===== config.mk =====
export PLATFORM = sky130hd
export DESIGN_NAME = multicycle_control
export DESIGN_NICKNAME = d
export VERILOG_FILES = /design/src/rtl/mips_pkg.sv /design/src/rtl/multicycle_control_alu_decoder.sv /design/src/rtl/multicycle_control.sv
export SDC_FILE = /design/constraint.sdc
export NUM_CORES = 1
export LEC_CHECK = 0
export CELL_PAD_IN_SITES_DETAIL_PLACEMENT = 2
export CELL_PAD_IN_SITES_GLOBAL_PLACEMENT = 2
export CORE_MARGIN = 8
export CORE_UTILIZATION = 29
export CTS_CLUSTER_SIZE = 28
export DETAILED_ROUTE_END_ITERATION = 8
export PLACE_DENSITY = 0.92
export REMOVE_ABC_BUFFERS = 1
export SETUP_SLACK_MARGIN = 0.5
export SYNTH_ARGS = -nofsm -noshare
export SYNTH_HDL_FRONTEND = slang
export SYNTH_SLANG_ARGS = --single-unit

===== constraint.sdc =====
create_clock -name clk -period 2.73 [get_ports clk]
set_input_delay 0.273 -clock clk [delete_from_list [all_inputs] [get_ports clk]]
set_output_delay 0.273 -clock clk [all_outputs]
set_load 0.05 [all_outputs]

===== src/rtl/mips_pkg.sv =====
// ---------------------------------------------------------------------------
// mips_pkg
// Shared definitions for the multi-cycle MIPS sequencing controller:
//   - opcode / funct field values of the supported instruction subset
//   - 4-bit ALU control codes driven to the datapath ALU
//   - controller state encoding (4-bit, codes 12..15 unused)
//   - ALU operand-B and PC-source mux encodings
//   - alu_op selector used between the FSM and the ALU decoder
// ---------------------------------------------------------------------------
package mips_pkg;

    // Opcodes (Instr[31:26])
    localparam logic [5:0] OP_RTYPE = 6'b000000;
    localparam logic [5:0] OP_J     = 6'b000010;
    localparam logic [5:0] OP_BEQ   = 6'b000100;
    localparam logic [5:0] OP_BNE   = 6'b000101;
    localparam logic [5:0] OP_ADDI  = 6'b001000;
    localparam logic [5:0] OP_SLTI  = 6'b001010;
    localparam logic [5:0] OP_ANDI  = 6'b001100;
    localparam logic [5:0] OP_ORI   = 6'b001101;
    localparam logic [5:0] OP_LW    = 6'b100011;
    localparam logic [5:0] OP_SW    = 6'b101011;

    // R-type funct codes (Instr[5:0])
    localparam logic [5:0] FN_ADD = 6'b100000;
    localparam logic [5:0] FN_SUB = 6'b100010;
    localparam logic [5:0] FN_AND = 6'b100100;
    localparam logic [5:0] FN_OR  = 6'b100101;
    localparam logic [5:0] FN_NOR = 6'b100111;
    localparam logic [5:0] FN_SLT = 6'b101010;

    // ALU control codes
    localparam logic [3:0] ALU_AND = 4'b0000;
    localparam logic [3:0] ALU_OR  = 4'b0001;
    localparam logic [3:0] ALU_ADD = 4'b0010;
    localparam logic [3:0] ALU_SUB = 4'b0110;
    localparam logic [3:0] ALU_SLT = 4'b0111;
    localparam logic [3:0] ALU_NOR = 4'b1100;

    // ALU operand-B select
    localparam logic [1:0] SRCB_REG   = 2'b00;
    localparam logic [1:0] SRCB_FOUR  = 2'b01;
    localparam logic [1:0] SRCB_IMM   = 2'b10;
    localparam logic [1:0] SRCB_BROFF = 2'b11;

    // PC source select
    localparam logic [1:0] PCSRC_ALU    = 2'b00;
    localparam logic [1:0] PCSRC_ALUOUT = 2'b01;
    localparam logic [1:0] PCSRC_JUMP   = 2'b10;

    // Controller states
    typedef enum logic [3:0] {
        S_FETCH   = 4'd0,
        S_DECODE  = 4'd1,
        S_MEMADR  = 4'd2,
        S_MEMRD   = 4'd3,
        S_MEMWB   = 4'd4,
        S_MEMWR   = 4'd5,
        S_EXEC    = 4'd6,
        S_ALUWB   = 4'd7,
        S_BRANCH  = 4'd8,
        S_IMMEXEC = 4'd9,
        S_IMMWB   = 4'd10,
        S_JUMP    = 4'd11
    } state_t;

    // How the ALU decoder should pick the ALU operation
    typedef enum logic [1:0] {
        ALUOP_ADD   = 2'b00,
        ALUOP_SUB   = 2'b01,
        ALUOP_FUNCT = 2'b10,
        ALUOP_IMM   = 2'b11
    } alu_op_t;

    // andi/ori take a zero-extended immediate; everything else sign-extends
    function automatic logic imm_zero_ext(input logic [5:0] op);
        return (op == OP_ANDI) || (op == OP_ORI);
    endfunction

endpackage


===== src/rtl/multicycle_control_alu_decoder.sv =====
// ---------------------------------------------------------------------------
// alu_decoder
// Combinational map from the FSM's alu_op request to the 4-bit ALU control.
//   i_alu_op        add / sub / use funct / use immediate opcode
//   i_funct         R-type funct field
//   i_op            opcode (selects the immediate-class operation)
//   o_alu_control   ALU operation code
//   o_illegal_funct funct not supported (meaningful only for ALUOP_FUNCT)
// ---------------------------------------------------------------------------
module alu_decoder
    import mips_pkg::*;
(
    input  alu_op_t    i_alu_op,
    input  logic [5:0] i_funct,
    input  logic [5:0] i_op,
    output logic [3:0] o_alu_control,
    output logic       o_illegal_funct
);

    always_comb begin
        o_alu_control   = ALU_ADD;
        o_illegal_funct = 1'b0;
        case (i_alu_op)
            ALUOP_ADD: o_alu_control = ALU_ADD;
            ALUOP_SUB: o_alu_control = ALU_SUB;
            ALUOP_FUNCT: begin
                case (i_funct)
                    FN_ADD:  o_alu_control = ALU_ADD;
                    FN_SUB:  o_alu_control = ALU_SUB;
                    FN_AND:  o_alu_control = ALU_AND;
                    FN_OR:   o_alu_control = ALU_OR;
                    FN_SLT:  o_alu_control = ALU_SLT;
                    FN_NOR:  o_alu_control = ALU_NOR;
                    default: o_illegal_funct = 1'b1;
                endcase
            end
            ALUOP_IMM: begin
                case (i_op)
                    OP_ANDI: o_alu_control = ALU_AND;
                    OP_ORI:  o_alu_control = ALU_OR;
                    OP_SLTI: o_alu_control = ALU_SLT;
                    default: o_alu_control = ALU_ADD;  // addi
                endcase
            end
            default: o_alu_control = ALU_ADD;
        endcase
    end

endmodule


===== src/rtl/multicycle_control.sv =====
// ---------------------------------------------------------------------------
// multicycle_control
// Moore sequencing controller for the shared-memory multi-cycle MIPS core.
// One micro-step per clock; stalls in FETCH/MEMRD/MEMWR until mem_ready and
// counts retired instructions.
//   clk, rst        clock, synchronous active-low reset
//   op, funct       instruction fields from the instruction register
//   zero            ALU zero flag (branch qualification)
//   mem_ready       memory finished the current access this cycle
//   mem_req/iord/mem_write/ir_write/pc_en      memory and PC strobes
//   reg_dst/mem_to_reg/reg_write               register-file write-back
//   alu_src_a/alu_src_b/ext_zero/alu_control   ALU operand/operation select
//   pc_src          next-PC source
//   illegal         one-cycle pulse on unsupported opcode/funct
//   instr_count     retired-instruction counter, wraps silently
// ---------------------------------------------------------------------------
module multicycle_control
    import mips_pkg::*;
#(
    parameter int COUNT_W = 32
) (
    input  logic               clk,
    input  logic               rst,
    input  logic [5:0]         op,
    input  logic [5:0]         funct,
    input  logic               zero,
    input  logic               mem_ready,
    output logic               mem_req,
    output logic               iord,
    output logic               mem_write,
    output logic               ir_write,
    output logic               pc_en,
    output logic               reg_dst,
    output logic               mem_to_reg,
    output logic               reg_write,
    output logic               alu_src_a,
    output logic [1:0]         alu_src_b,
    output logic               ext_zero,
    output logic [1:0]         pc_src,
    output logic [3:0]         alu_control,
    output logic               illegal,
    output logic [COUNT_W-1:0] instr_count
);

    state_t               r_state;
    state_t               w_next;
    logic [COUNT_W-1:0]   r_count;
    logic                 w_retire;
    alu_op_t              w_alu_op;
    logic                 w_illegal_funct;

    // Raw decoded strobes before the reset override
    logic w_mem_req, w_mem_write, w_ir_write, w_pc_en, w_reg_write, w_illegal;

    alu_decoder u_alu_decoder (
        .i_alu_op        (w_alu_op),
        .i_funct         (funct),
        .i_op            (op),
        .o_alu_control   (alu_control),
        .o_illegal_funct (w_illegal_funct)
    );

    // State register and retirement counter
    always_ff @(posedge clk) begin
        if (!rst) begin
            r_state <= S_FETCH;
            r_count <= '0;
        end else begin
            r_state <= w_next;
            if (w_retire)
                r_count <= r_count + COUNT_W'(1);
        end
    end

    // Next state and Moore outputs
    always_comb begin
        w_next      = r_state;
        w_retire    = 1'b0;
        w_alu_op    = ALUOP_ADD;
        w_mem_req   = 1'b0;
        w_mem_write = 1'b0;
        w_ir_write  = 1'b0;
        w_pc_en     = 1'b0;
        w_reg_write = 1'b0;
        w_illegal   = 1'b0;
        iord        = 1'b0;
        reg_dst     = 1'b0;
        mem_to_reg  = 1'b0;
        alu_src_a   = 1'b0;
        alu_src_b   = SRCB_REG;
        ext_zero    = 1'b0;
        pc_src      = PCSRC_ALU;

        case (r_state)
            S_FETCH: begin
                // ALU computes PC+4 every cycle; only latch it on completion
                w_mem_req = 1'b1;
                alu_src_b = SRCB_FOUR;
                if (mem_ready) begin
                    w_ir_write = 1'b1;
                    w_pc_en    = 1'b1;
                    w_next     = S_DECODE;
                end
            end
            S_DECODE: begin
                // Speculatively form the branch target into ALUOut
                alu_src_b = SRCB_BROFF;
                case (op)
                    OP_LW, OP_SW:                     w_next = S_MEMADR;
                    OP_RTYPE:                         w_next = S_EXEC;
                    OP_BEQ, OP_BNE:                   w_next = S_BRANCH;
                    OP_ADDI, OP_ANDI, OP_ORI, OP_SLTI: w_next = S_IMMEXEC;
                    OP_J:                             w_next = S_JUMP;
                    default: begin
                        w_illegal = 1'b1;
                        w_next    = S_FETCH;
                    end
                endcase
            end
            S_MEMADR: begin
                alu_src_a = 1'b1;
                alu_src_b = SRCB_IMM;
                w_next    = (op == OP_SW) ? S_MEMWR : S_MEMRD;
            end
            S_MEMRD: begin
                w_mem_req = 1'b1;
                iord      = 1'b1;
                if (mem_ready)
                    w_next = S_MEMWB;
            end
            S_MEMWB: begin
                w_reg_write = 1'b1;
                mem_to_reg  = 1'b1;
                w_retire    = 1'b1;
                w_next      = S_FETCH;
            end
            S_MEMWR: begin
                // Write strobe held for the whole wait; memory commits on ready
                w_mem_req   = 1'b1;
                iord        = 1'b1;
                w_mem_write = 1'b1;
                if (mem_ready) begin
                    w_retire = 1'b1;
                    w_next   = S_FETCH;
                end
            end
            S_EXEC: begin
                alu_src_a = 1'b1;
                w_alu_op  = ALUOP_FUNCT;
                if (w_illegal_funct) begin
                    w_illegal = 1'b1;
                    w_next    = S_FETCH;
                end else begin
                    w_next    = S_ALUWB;
                end
            end
            S_ALUWB: begin
                w_reg_write = 1'b1;
                reg_dst     = 1'b1;
                w_retire    = 1'b1;
                w_next      = S_FETCH;
            end
            S_BRANCH: begin
                alu_src_a = 1'b1;
                w_alu_op  = ALUOP_SUB;
                pc_src    = PCSRC_ALUOUT;
                w_pc_en   = (op == OP_BNE) ? ~zero : zero;
                w_retire  = 1'b1;
                w_next    = S_FETCH;
            end
            S_IMMEXEC: begin
                alu_src_a = 1'b1;
                alu_src_b = SRCB_IMM;
                w_alu_op  = ALUOP_IMM;
                ext_zero  = imm_zero_ext(op);
                w_next    = S_IMMWB;
            end
            S_IMMWB: begin
                w_reg_write = 1'b1;
                w_retire    = 1'b1;
                w_next      = S_FETCH;
            end
            S_JUMP: begin
                pc_src   = PCSRC_JUMP;
                w_pc_en  = 1'b1;
                w_retire = 1'b1;
                w_next   = S_FETCH;
            end
            default: w_next = S_FETCH;
        endcase
    end

    // While in reset the side-effecting strobes are held low regardless of state
    assign mem_req     = rst & w_mem_req;
    assign mem_write   = rst & w_mem_write;
    assign ir_write    = rst & w_ir_write;
    assign pc_en       = rst & w_pc_en;
    assign reg_write   = rst & w_reg_write;
    assign illegal     = rst & w_illegal;
    assign instr_count = r_count;

endmodule

* Word-level counts from Yosys, hierarchy flattened
Index checks and enable logic that the tools add are counted.
** Storage, ports and cells
- Flip-flop bits (word level) :: 36
- Bits in latches :: 0
- Memory bits (writable) :: 0
- Memory bits (read-only) :: 0
- Input port bits :: 16
- Output and inout port bits :: 51
- Word-level logic and storage cells :: 89
- Memories :: 0
** Operators by class
- Add/subtract/negate cells :: 1
- $mul :: 0
- Divide/modulo/power cells :: 0
- Order comparisons :: 0
- Eq/ne operators :: 32
- Shifts and indexed selects :: 0
- Multiplexer cells :: 31
- Bitwise gates (word level) :: 7
- Reductions and logical operators :: 16
** Operator list (count)
- $eq 6x6->1 const B :: 8
- $pmux 4 s5 :: 2
- $add 32x1->32 const B :: 1
- $pmux 4 s7 :: 1
- $eq 6x4->1 const B :: 4
- $eq 4x3->1 const B :: 4
- $eq 4x4->1 const B :: 4
- $pmux 4 s4 :: 1
- $mux 1 :: 15
- $eq 6x3->1 const B :: 2
- $mux 4 :: 3
- $pmux 2 s3 :: 2
- $reduce_or 10->1 :: 1
- $pmux 3 s3 :: 1
- $eq 4x2->1 const B :: 2
- $reduce_or 2->1 :: 4
- $reduce_or 4->1 :: 2
- $and 1x1->1 :: 6
- $eq 6x2->1 const B :: 1
- $logic_not 6->1 :: 1
- $mux 3 :: 2
- $ne 2x2->1 const B :: 3
- $reduce_or 3->1 :: 2
- $reduce_or 6->1 :: 1
- 12 further kinds :: 14

* Logic depth before layout (Yosys ltp)
Gate-level depths: netlist of run 1.
- Word-level depth :: 7
- Gate-level depth with buffers :: 8
- Mapped depth without buffers :: 6

* Cells and area by module
Synthesis of run 1 repeated with hierarchy kept, for this count alone.
** Unflattened totals
- Cell total of the unflattened synthesis :: 336
- Area, all modules :: 2692.6 µm²
** Modules (own cells, without submodules)
- multicycle_control :: times used 1, cells an instance 311, area an instance 2514.9 µm², sequential area each 720.7 µm²
- alu_decoder :: times used 1, cells an instance 25, area an instance 177.7 µm², sequential area each 0.0 µm²

* Worst setup path after synthesis of run 1
No wires, ideal clock.
- Kind :: flip-flop to output port
- Start :: register r_state[2]
- End :: output port pc_en
- Data arrival time :: 3.050 ns
- Data required time :: 2.457 ns
- Setup slack :: -0.593 ns
- Cell stages (with the launch flop) :: 6
- Path buffers :: 1
- Cells stage by stage :: dfxtp_1 clkbuf_1 nand2b_1 nor3_1 a21oi_1 nor3_1
** Between the ends
- Cells in the longest elaborated chain, start to end :: 3
- Elaborated cells between the ends (all ways) :: 5
- Those cells by class :: eq/ne (2); mux (1); bitwise (1); reduce/logical (1)
** Ends and longest elaborated chain
- from (decl) :: line multicycle_control.sv:45 : state_t r_state;
- from (signal assigned) :: line multicycle_control.sv:69 : r_state <= w_next;
- $eq 4x4->1 or $logic_not 4->1 (tied branches) :: line multicycle_control.sv:94 : case (r_state)
- $pmux 1 s3 (*) :: line multicycle_control.sv:94
- $and 1x1->1 (*) :: line multicycle_control.sv:197 : assign pc_en = rst & w_pc_en;
- to (decl) :: line multicycle_control.sv:32 : output logic pc_en,
Every way passes the cells marked *; elsewhere a longest branch is shown, timed or not.

* Final worst setup path of run 1
- Start :: input port mem_ready
- End :: register r_count[16], in the netlist instr_count[16]
** Between the ends
- Cells in the longest elaborated chain, start to end :: 2
** Ends and longest elaborated chain
- from (decl) :: line multicycle_control.sv:27 : input logic mem_ready,
- $mux 1 :: line multicycle_control.sv:142 : if (mem_ready) begin
- $pmux 1 s2 :: line multicycle_control.sv:94
- to (signal assigned) :: line multicycle_control.sv:71 : r_count <= r_count + COUNT_W'(1);
- to (decl) :: line multicycle_control.sv:47 : logic [COUNT_W-1:0] r_count;
No other way between the ends.
A chain may end at the register's enable or synchronous reset.

==> qor.yml, run 1 <==
worst_setup_path_start_kind: "primary input"
rsz0062_at_grt: "yes"
grt_max_degree: 17
final_cell_count_no_fill: 503
cts_buffers: 5
cts_tree: "yes"
p_comb_frac: 0.181
synth_top_family_by_area: "simple AND/OR/NAND/NOR gates"
dieArea_mm2: 0.0114
max_cap_viol_count: 0
overflow: 0
syn_area_mm2: 0.00239
setup_violations: 0
grt_pass1_wl_um: 16800
leakagePower_nw: 1.19
seq_power_share: 0.464
die_y_um: 107
timing.hold.ws_ns: 0.510
ys.flop_type: "dfxtp_1"
power.density_mw_per_mm2: 329
async_reset_ff_frac: 0
cts_sinks: 36
clock_latency_ns: 0.30
drive_gt1_frac: 0.166
tightest_slew_ns: 0.574
track_usage: 0.183
dr.pass1.iters: 4
nets: 414
synth-seq-cells: 36
slew_violations: 0
placedInstanceArea_mm2: 0.00328
setup.worst_path.end_class: "register"
syn_area_per_cell_um2: 7.49
yosys.area_share.simple: 0.391
dieWidth_um: 107
fin_skew_ns: 0.00621
hold_class: "primary input to register"
cts_root_buf: "clkbuf_8"
drt-total-wl_um: 10800
swShare: 0.289
fin_area_mm2: 0.00349
hold_viol_final: 0
finalCritPeriodShare: 0.812
power.total_mw: 1.15
clock.fmax_mhz: 451
synth_seq_area_share: 0.302
ios: 67
drc: 0
routed_via_density: 5.63
grt_pass1_vias: 3135
cp_max_fo: 9
hpwl_um: 7720
dp.cells: 487
ys_types: 55
antenna_found_initial: 0
start_util: 0.295
first_iter_violations: 86
antenna_left: 0
gp_congestion: 0.831
status: "finished clean"
min_period_ns: 2.22
synthXorXnorAreaFrac: 0.0513
rows: 33
synth.area.mux_share: 0.00890
arrival_ns: 2.45
p_int_uw: 816
synthToLayoutAreaGrowth_pct: 46.0
peakVddDrop_uv: 152
route.vias.total: 2830
clkPwrFrac: 0.355
yosysWarnings: 0
path_class: "primary input to register"
p_switching_uw: 332
core-area_mm2: 0.00809
synthCells: 319
htreeDepth: 2
final_core_util: 0.431
relSlewSlack: 0.614
yosys.area_share.adder: 0.00524
numPortBuffers: 66
required_ns: 2.96
synth_edf_count: 0
diodes: 0
clock_path_buffers: 2
fillCellCount: 943
wl_per_cell_um: 21.4
synth_compound_area_frac: 0.192
clk_pin_slew_ns: 0.08
## metrics by stage
step                worst slack (ns)  setup TNS (ns)
floorplan                     -0.622          -0.622
global placement               0.387               0
detailed placement             0.281               0
CTS                            0.433               0
global route                   0.455               0
finish                         0.514               0
## synthesized netlist by cell type (2+ instances only)
cell type	count	area, um2
nand2_1	28	105
clkbuf_1	8	30.0
inv_1	9	33.8
o21bai_1	2	15.0
nand3_4	2	35.0
dfxtp_1	36	721
nor4_1	5	31.3
buf_2	3	15.0
xor2_1	6	52.6
o21ai_0	15	75.1
a211oi_1	2	15.0
nand3_1	10	50.1
buf_6	2	22.5
o311ai_0	2	17.5
o211ai_1	2	15.0
nor3_1	21	105
buf_4	2	15.0
nand2b_1	11	68.8
nand4_1	14	87.6
or3_1	8	50.1
nor2b_1	6	37.5
o21a_1	10	75.1
a31oi_1	2	12.5
a21oi_1	25	125
nor2_1	34	128
o31ai_1	4	30.0
or4_1	9	67.6
and2_1	4	25.0
xnor2_1	8	70.1
and3_1	4	25.0
## timing repair
item,4_1_cts,5_1_grt
gates resized for setup,22,12
hold buffers,0,0
pin swaps,2,4
endpoints found under the setup margin,16,10
setup buffers,0,8
## cell type report
| class | count | area [um2] | share of cell area |
|---|---|---|---|
| Tap cell | 105 | 131 | 0.0376 |
| Clock inverter | 2 | 10.0 | 0.00287 |
| Clock buffer | 6 | 82.6 | 0.0237 |
| Sequential cell | 36 | 731 | 0.209 |
| Timing Repair Buffer | 87 | 897 | 0.257 |
| Inverter | 9 | 33.8 | 0.00968 |
| Multi-Input combinational cell | 258 | 1600 | 0.460 |
## critical path, cell delays in order
cell             delay [ns]
clkdlybuf4s50_1        0.62
or3b_4                 0.20
a32o_2                 0.23
buf_4                  0.21
nand4_2                0.16
or4_1                  0.57
a21oi_2                0.19
## layout by cell type, fill, tap and decap left out, types with 3 or more instances in the layout
master and n:
and2_1 4, xor2_1 6, nor2b_1 6, nor2_1 33
o21a_1 10, o31ai_1 4, clkdlybuf4s50_1 42, buf_4 23
xnor2_1 8, nor3_2 3, o21ai_0 14, nor3_1 19
buf_12 9, and3_1 4, or3_1 8, or4_1 8
inv_1 9, nand4_1 14, nand3_1 10, nor4_1 5
nand2b_4 3, a21oi_1 23, dlygate4sd2_1 10, nand2_1 28
dfxtp_1 32, clkbuf_8 6, nand2b_1 8
## routing by layer
metal | routed length [um] | track usage | vias to the layer above
li1 | - | - | 1324
met1 | 4380 | 0.196 | 1410
met2 | 5540 | 0.333 | 74
met3 | 587 | 0.0528 | 22
met4 | 250 | 0.0633 | 0
met5 | 0 | 0 | -
## worst paths after layout
path	from	end	slack, ns	cells after the start
hold reg to reg	instr_count[23]$_SDFFE_PN0P_	instr_count[23]$_SDFFE_PN0P_	0.52	2
setup reg to reg	r_state[1]$_SDFFE_PN0P_	instr_count[16]$_SDFFE_PN0P_	0.54	7
setup / recovery	mem_ready	instr_count[16]$_SDFFE_PN0P_	0.51	7
hold / removal	op[4]	r_state[3]$_SDFFE_PN0P_	0.51	4
## power groups by stage
stage / combinational, mW / clock, mW / sequential (mW)
final: 0.207 / 0.408 / 0.533
after floorplan: 0.0888 / 0 / 0.546
after global routing: 0.220 / 0.436 / 0.533
after global placement: 0.178 / 0 / 0.545
after CTS: 0.190 / 0.416 / 0.534
after detailed placement: 0.186 / 0 / 0.545
## sequential cells by signal (all words and copies together), names as in the netlist
name,cells
instr_count,32
r_state,4
## kinds of logic (layout without fill, tap and decap cells)
family                     count (synthesis)  in the layout
and+or+nand+nor                          169            169
AOI/OAI and AO/OA                         72             72
DFF                                       36             36
buffers and inverters                     25            104
xor gates and xnor gates                  14             14
muxes                                      2              2
adders and majority gates                  1              1
(Power assumes the default switching activity.)
==> inputs of run 2 (changes only) <==
CORE_UTILIZATION = 26   (was 29)
PLACE_DENSITY = 0.85   (was 0.92)
clock period = 2.1 ns   (was 2.73 ns; I/O delays follow)
==> qor.yml, run 2 (synthesis results as in run 1) <==
dieWidth_um: 112
synthToLayoutAreaGrowth_pct: 89.2
worst_setup_path_start_kind: "register"
leakagePower_nw: 1.81
routed_via_density: 5.81
overflow: 0
cts_buffers: 5
clock_path_buffers: 2
final_cell_count_no_fill: 575
final_common_cell: "buf_4"
timing.hold.ws_ns: 0.523
path_class: "register to register"
startpoint: "r_state[2]$_SDFFE_PN0P_"
fin_skew_ns: 0.0140
start_util: 0.264
gp_congestion: 0.803
clk_pin_slew_ns: 0.09
htreeDepth: 2
hold_viol_final: 0
clock_latency_ns: 0.31
diodes: 0
rr_startpoint: "r_state[2]$_SDFFE_PN0P_"
power.density_mw_per_mm2: 376
dp.cells: 529
violations: "negative setup slack"
setup_violations: 6
grt_pass1_wl_um: 20600
tightest_slew_ns: 0.551
rsz0062_at_grt: "yes"
grt_max_degree: 22
mostFrequentLayoutCells: "buf_4, dlygate4sd2_1, dfxtp_1"
wl_per_cell_um: 29.1
fillCellCount: 968
hpwl_um: 8110
fin_area_mm2: 0.00452
die_y_um: 112
antenna_left: 0
cts_root_buf: "clkbuf_8"
dr.pass1.iters: 4
hold_start: "instr_count[19]$_SDFFE_PN0P_"
largest_register_ffs: 32
numPortBuffers: 66
rows: 35
peakVddDrop_uv: 192
setup.worst_path.end_class: "register"
arrival_ns: 2.36
dieArea_mm2: 0.0125
route.vias.total: 3338
setup_tns_ns: -0.254
cts_tree: "yes"
clock.fmax_mhz: 456
nets: 481
drc: 0
pre_cts_slack_ns: -0.219
min_period_ns: 2.19
final_core_util: 0.499
status: "finished, violations left"
placedInstanceArea_mm2: 0.00365
track_usage: 0.207
drive_gt1_frac: 0.431
max_cap_viol_count: 0
power.total_mw: 1.70
cts_sinks: 36
setup_ws_ns: -0.0935
relSlewSlack: 0.632
cp_max_fo: 9
core-area_mm2: 0.00906
grt_pass1_vias: 3531
first_iter_violations: 166
finalCritPeriodShare: 1.04
slew_violations: 0
antenna_found_initial: 0
drt-total-wl_um: 16800
ios: 67
hold_class: "register to register"
required_ns: 2.26
## run 2: cell count changes in the layout (fill, tap and decap cells not counted), sizes merged
cell,previous run,this run
clkdlybuf4s15,0,1
dlygate4sd2,10,35
nand3,13,14
dlymetal6s2s,2,0
clkbuf,6,10
clkinvlp,0,1
inv,9,8
clkdlybuf4s50,42,9
buf,33,105
clkinv,2,0
## run 2: layout make-up
type                    count  area [um2]  area share
clock buffers               7        96.3      0.0213
inverters                   9        50.0      0.0111
multi-input cells         259        1970       0.437
flip-flops and latches     36         743       0.164
well taps                 111         139      0.0307
repair buffers            153        1520       0.336
## run 2: what timing repair did
action	CTS	global route
gates resized for setup	122	59
cloned	1	0
hold buffers	0	0
endpoints found under the setup margin	85	55
setup buffers	16	22
hold endpoints to repair	0	0
pin swaps	31	33
## run 2: power by group
group	total, mW	switching, mW	internal [mW]	leakage, nW
Combinational	0.429	0.239	0.190	1.47
Clock	0.580	0.287	0.293	0.0503
Sequential	0.691	0.00968	0.681	0.295
Total	1.70	0.536	1.16	1.81
## run 2: worst paths after layout
check | to | slack [ns] | depth (start not counted)
min | instr_count[19]$_SDFFE_PN0P_ | 0.52 | 2
max reg2reg | instr_count[16]$_SDFFE_PN0P_ | -0.09 | 8
min reg2reg | instr_count[19]$_SDFFE_PN0P_ | 0.52 | 2
max | instr_count[16]$_SDFFE_PN0P_ | -0.09 | 8
## run 2: critical path: stages (launching register included)
cell	delay, ns
dfxtp_2	0.37
buf_12	0.16
nor2b_1	0.23
a32o_2	0.28
buf_12	0.16
nand4_2	0.17
buf_4	0.19
o31ai_1	0.35
a21oi_1	0.13
## run 2: per-layer routing
metal  global-route usage  routed length, um  up-vias
li1                     -                  -     1468
met1                0.220               6390     1667
met2                0.376               8820      146
met3               0.0471                762       57
met4               0.0994                786        0
met5                    0                  0        -
==> inputs of run 3 (changes only) <==
CTS_CLUSTER_SIZE = 14   (was 28)
SLEW_MARGIN = 20   (was default)
==> results of run 3 <==
The final DEF is identical to that of run 2; final timing and power are the same.
